## config.mk

```make
export PLATFORM = sky130hd
export DESIGN_NAME = cycle_sequencer
export DESIGN_NICKNAME = d
export VERILOG_FILES = /design/src/rtl/cycle_sequencer_pkg.sv /design/src/rtl/cycle_sequencer_int_priority.sv /design/src/rtl/cycle_sequencer.sv
export SDC_FILE = /design/constraint.sdc
export NUM_CORES = 1
export LEC_CHECK = 0
export CORE_MARGIN = 2
export CORE_UTILIZATION = 47
export DETAILED_ROUTE_END_ITERATION = 10
export PLACE_DENSITY = 0.9
export SYNTH_ARGS = -nofsm -noshare
export SYNTH_HDL_FRONTEND = slang
export SYNTH_SLANG_ARGS = --single-unit
```

## constraint.sdc

```tcl
create_clock -name i_Clk -period 3.3 [get_ports i_Clk]
set_input_delay 0.33 -clock i_Clk [delete_from_list [all_inputs] [get_ports i_Clk]]
set_output_delay 0.33 -clock i_Clk [all_outputs]
set_load 0.05 [all_outputs]
```

## src/rtl/cycle_sequencer_pkg.sv

```systemverilog
// Shared encodings and constants for the CPU cycle sequencer and its interrupt priority encoder.
package cycle_sequencer_pkg;

  typedef enum logic [1:0] {
    ST_RUN      = 2'd0,
    ST_HALT     = 2'd1,
    ST_DISPATCH = 2'd2
  } seq_state_t;

  localparam logic [3:0] STEP_RESET       = 4'b0001;
  localparam logic [7:0] COUNT_RESET      = 8'h01;
  localparam logic [7:0] INT_VECTOR_BASE  = 8'h40;
  localparam int         DISPATCH_MCYCLES = 5;
  localparam int         ACK_MCYCLE       = 3;
  localparam int         N_INT            = 5;

  // Restart addresses are spaced eight bytes apart above the base.
  function automatic logic [7:0] int_vector(input logic [2:0] idx);
    return INT_VECTOR_BASE + {2'b00, idx, 3'b000};
  endfunction

endpackage

```

## src/rtl/cycle_sequencer_int_priority.sv

```systemverilog
// Combinational lowest-set-bit encoder for pending interrupts; bit 0 has the highest priority.
module int_priority
  import cycle_sequencer_pkg::*;
(
  input  logic [N_INT-1:0] req,
  output logic [N_INT-1:0] grant,
  output logic [2:0]       index,
  output logic             any
);

  // Scanning from the top lets the lowest set bit overwrite any higher one.
  always_comb begin
    grant = '0;
    index = '0;
    for (int i = N_INT - 1; i >= 0; i--) begin
      if (req[i]) begin
        grant    = '0;
        grant[i] = 1'b1;
        index    = 3'(i);
      end
    end
  end

  assign any = |req;

endmodule

```

## src/rtl/cycle_sequencer.sv

```systemverilog
// T-state / M-cycle sequencer with HALT and interrupt dispatch; all outputs registered
// except the restart vector, which is decoded from the source latched at dispatch entry.
module cycle_sequencer
  import cycle_sequencer_pkg::*;
#(
  parameter int N_MCYCLE_MAX = 8
) (
  input  logic                    i_Clk,
  input  logic                    i_Reset,
  input  logic                    i_Fetch,
  input  logic                    i_Halt,
  input  logic                    i_Stall,
  input  logic                    i_EI,
  input  logic                    i_EI_Now,
  input  logic                    i_DI,
  input  logic [N_INT-1:0]        i_IE,
  input  logic [N_INT-1:0]        i_IF,
  output logic [3:0]              o_Cycle_Step,
  output logic [N_MCYCLE_MAX-1:0] o_Cycle_Count,
  output logic                    o_IME,
  output logic                    o_Halted,
  output logic                    o_Int_Dispatch,
  output logic [N_INT-1:0]        o_Int_Ack,
  output logic [7:0]              o_Int_Vector
);

  localparam logic [N_MCYCLE_MAX-1:0] CNT_INIT = N_MCYCLE_MAX'(COUNT_RESET);

  seq_state_t              state, next_state;
  logic [3:0]              step, step_d;
  logic [N_MCYCLE_MAX-1:0] count, count_d;
  logic                    ime, ime_d;
  logic                    ei_pending, ei_pending_d;
  logic [N_INT-1:0]        src_grant;
  logic [2:0]              src_idx;
  logic                    halted_d, dispatch_d;
  logic [N_INT-1:0]        ack, ack_d;
  logic                    halted, int_dispatch;

  logic [N_INT-1:0]        pend_grant;
  logic [2:0]              pend_idx;
  logic                    pend_any;
  logic                    m_end, dispatch_last, boundary, dispatch_entry;

  int_priority u_int_priority (
    .req   (i_IE & i_IF),
    .grant (pend_grant),
    .index (pend_idx),
    .any   (pend_any)
  );

  assign m_end          = step[3] && !i_Stall;
  assign dispatch_last  = count[DISPATCH_MCYCLES-1];
  assign boundary       = m_end && (((state == ST_RUN) && i_Fetch) ||
                                    ((state == ST_DISPATCH) && dispatch_last));
  assign dispatch_entry = (state != ST_DISPATCH) && (next_state == ST_DISPATCH);

  always_ff @(posedge i_Clk) begin
    if (i_Reset) begin
      state        <= ST_RUN;
      step         <= STEP_RESET;
      count        <= CNT_INIT;
      ime          <= 1'b0;
      ei_pending   <= 1'b0;
      src_grant    <= '0;
      src_idx      <= '0;
      halted       <= 1'b0;
      int_dispatch <= 1'b0;
      ack          <= '0;
    end else begin
      state        <= next_state;
      step         <= step_d;
      count        <= count_d;
      ime          <= ime_d;
      ei_pending   <= ei_pending_d;
      halted       <= halted_d;
      int_dispatch <= dispatch_d;
      ack          <= ack_d;
      if (dispatch_entry) begin
        src_grant <= pend_grant;
        src_idx   <= pend_idx;
      end
    end
  end

  // Dispatch entry tests the IME value from before this boundary's EI promotion.
  always_comb begin
    next_state = state;
    if (m_end) begin
      unique case (state)
        ST_RUN: begin
          if (i_Fetch) begin
            if (ime && pend_any) next_state = ST_DISPATCH;
            else if (i_Halt)     next_state = ST_HALT;
          end
        end
        ST_HALT:     if (pend_any) next_state = ime ? ST_DISPATCH : ST_RUN;
        ST_DISPATCH: if (dispatch_last) next_state = ST_RUN;
        default:     next_state = ST_RUN;
      endcase
    end
  end

  always_comb begin
    step_d  = i_Stall ? step : {step[2:0], step[3]};
    count_d = count;
    if (m_end) begin
      if (boundary || (state == ST_HALT)) count_d = CNT_INIT;
      else if (!count[N_MCYCLE_MAX-1])    count_d = count << 1;
    end

    halted_d   = (next_state == ST_HALT);
    dispatch_d = (next_state == ST_DISPATCH);
    // Registered so the pulse coincides with the M3 step-1000 state.
    ack_d = ((state == ST_DISPATCH) && !i_Stall && step[2] && count[ACK_MCYCLE-1])
            ? src_grant : '0;

    ime_d        = ime;
    ei_pending_d = ei_pending;
    if (boundary && (state == ST_RUN)) begin
      ei_pending_d = 1'b0;
      if (ei_pending) ime_d = 1'b1;
    end
    if (dispatch_entry) ime_d        = 1'b0;
    if (i_EI)           ei_pending_d = 1'b1;
    if (i_EI_Now)       ime_d        = 1'b1;
    if (i_DI) begin
      ime_d        = 1'b0;
      ei_pending_d = 1'b0;
    end
  end

  assign o_Cycle_Step   = step;
  assign o_Cycle_Count  = count;
  assign o_IME          = ime;
  assign o_Halted       = halted;
  assign o_Int_Dispatch = int_dispatch;
  assign o_Int_Ack      = ack;
  assign o_Int_Vector   = int_dispatch ? int_vector(src_idx) : 8'h00;

endmodule

```

==> impl_metrics.env <==
export IMPL_grt_usage_pct=20.4
export IMPL_startpoint_type="input port"
export IMPL_async_reset_ff_share_pct=0
export IMPL_synth_warnings=0
export IMPL_slew_violations=0
export IMPL_grt_antenna_before_repair=0
export IMPL_netlist_area_leader_share_pct=47.2
export IMPL_finalWorstSetupSlack_ns=1.14
export IMPL_post_cts_resized=0
export IMPL_cp_end_kind="register"
export IMPL_synthCells=143
export IMPL_setup_viol=0
export IMPL_clockRootBuffer="clkbuf_4"
export IMPL_cts_clk_slew_worst_paths_ns=0.08
export IMPL_cts_made_buffers=5
export IMPL_io_buffers=41
export IMPL_wl_um=2990
export IMPL_antennaDiodeCount=0
export IMPL_grt_max_degree=26
export IMPL_finalCritPeriodShare_pct=65.4
export IMPL_synth_edf_count=0
export IMPL_yosys_area_top_type="dfxtp_1"
export IMPL_clockBufferDepth=2
export IMPL_grt_busiest_layer="met2"
export IMPL_critical_path_arrival_ns=2.42
export IMPL_grt_first_pass_wirelength_um=5010
export IMPL_timing_fmax_mhz=463
export IMPL_clock_sinks=30
export IMPL_fillers=206
export IMPL_rows=18
export IMPL_setup_tns_ns=0
export IMPL_maxCapViolCount=0
export IMPL_gp_congestion=0.762
export IMPL_p_total_mw=0.663
export IMPL_powerDensity_nw_per_um2=386
export IMPL_synthTopCellsByArea="dfxtp_1 (47%), and2_1 (4.4%), a21oi_1 (4.3%), o21ai_0 (3.9%), buf_4 (3.5%)"
export IMPL_worst_setup_path_type="input port to register"
export IMPL_wl_per_cell_um=14.1
export IMPL_postLayoutCoreUtil_pct=68.1
export IMPL_core_um2=2520
export IMPL_grt_met1_usage_pct=23.0
export IMPL_drtIter0Drc=52
export IMPL_hold_ws_ns=0.464
export IMPL_overflow=0
export IMPL_status="finished clean"
export IMPL_dpl_hpwl_um=2240
export IMPL_cts_tree="done"
export IMPL_route_detailed_drc=0
export IMPL_die_h_um=56.0
export IMPL_finClkSkew_ns=0.00975
export IMPL_ys_types=40
export IMPL_clk_insertion_delay_late_ns=0.33
export IMPL_vias=1176
export IMPL_ant_nets=0
export IMPL_ys_flop_type="dfxtp_1"
export IMPL_ir_drop_uv=395
export IMPL_num_nets_final=201
export IMPL_drive_gt1_share_pct=7.14
export IMPL_syn2layout_area_growth_pct=35.0
export IMPL_hold_class="register to register"
export IMPL_cp_required_ns=3.56
export IMPL_die_width_um=56.0
export IMPL_tightest_slew_ns=0.729
export IMPL_grt_use_met2_pct=34.5
export IMPL_postCtsHoldBufs=0
export IMPL_ys_ff_latch=30
export IMPL_ys_seq_area_share_pct=47.2
export IMPL_path_max_fanout=12
export IMPL_synth_avg_cell_area_um2=8.89
export IMPL_grt_pass1_vias=1119
export IMPL_syn_cell_area_um2=1270
export IMPL_cts_setup_buffers=0
export IMPL_grt_use_met3_pct=8.37
export IMPL_start_util_pct=50.4
export IMPL_leakage_nw=0.621
export IMPL_final_min_clock_period_ns=2.16
export IMPL_htree_levels=2
export IMPL_pin_count=46
export IMPL_drt_pass1_iterations=5
export IMPL_dieArea_um2=3140
export IMPL_vias_per_cell=5.55
export IMPL_place_ws_ns=0.822
export IMPL_slew_headroom_pct=51.0
export IMPL_rsz0062_at_grt="false"
export IMPL_hold_viol=0
==> synth_stat cells (2+ instances only) <==
cell,number
a21oi_1,11
a22oi_1,2
and2_1,9
buf_2,3
buf_4,6
dfxtp_1,30
inv_1,5
mux2i_1,2
nand2_1,8
nand2b_1,7
nand3_1,4
nand4_1,2
nor2_1,8
nor3_1,4
o21ai_0,10
o22ai_1,5
or3_1,4
==> registers in the layout, summed over array words and instances, names as in the netlist <==
register	flops
o_Halted	1
o_Int_Dispatch	1
o_Int_Ack	5
o_IME	1
ei_pending	1
o_Cycle_Step	4
o_Cycle_Count	8
src_idx	2
state	2
src_grant	5
==> area by class of cell <==
cell class | count | area (um^2) | area share [%]
sequential | 30 | 601 | 35.0
multi-input combinational | 99 | 591 | 34.4
timing repair buffer | 42 | 418 | 24.3
clock buffer | 6 | 51.3 | 2.99
tap | 30 | 37.5 | 2.19
inverter | 5 | 18.8 | 1.09
==> worst max-delay path: stages <==
cell and delay, ns:
clkdlybuf4s50_1 0.53, nor2b_1 0.46, nand3_1 0.38, or4_1 0.56, a21oi_1 0.15
==> layer usage <==
metal,up-vias,part of all wire [%]
li1,581,-
met1,529,41
met2,61,48
met3,5,8.7
met4,0,1.8
met5,-,0
==> logic make-up after synthesis <==
| group | after synthesis | synth area share, % |
|---|---|---|
| buffers and inverters | 17 | 7.18 |
| flip-flops | 30 | 47.2 |
| multiplexers | 2 | 1.57 |
| AND/OR/NAND/NOR | 53 | 22.6 |
| AO/OA/AOI/OAI | 40 | 21.1 |
| other | 1 | 0.295 |
==> final timing paths <==
check | startpoint | end | slack [ns] | cells after the start
max | i_Stall | src_grant[3] | 1.14 | 5
min | src_grant[1] | o_Int_Ack[1] | 0.46 | 1
max reg2reg | o_Cycle_Step[3] | src_grant[3] | 1.32 | 4
min reg2reg | src_grant[1] | o_Int_Ack[1] | 0.46 | 1
==> metrics by stage <==
step | instances | area, um^2
3_5_place_dp | 206 | 1670
3_3_place_gp | 206 | 1670
6_report | 212 | 1720
2_1_floorplan | 146 | 1280
4_1_cts | 212 | 1720
5_1_grt | 212 | 1720
==> cells in the final DEF (no fill, tap or decap), drive strengths merged, types with 2 or more instances in the layout <==
master         instances
inv                    5
o22ai                  5
o21ai                 10
nand4                  2
nand3                  4
a22oi                  3
and2                   9
and3                   2
clkbuf                 6
nand2                  8
dfxtp                 30
nor3                   4
clkdlybuf4s50         41
conb                   4
nor2                   8
o32ai                  2
a21oi                 11
or3                    5
mux2i                  2
nand2b                 7
==> power breakdown <==
group / total, mW / switching (mW) / internal (mW)
Clock: 0.210 / 0.114 / 0.0958
Combinational: 0.0837 / 0.0489 / 0.0348
Sequential: 0.369 / 0.00327 / 0.366
Total: 0.663 / 0.166 / 0.496
Note: power is estimated with default switching activity, not from simulation.
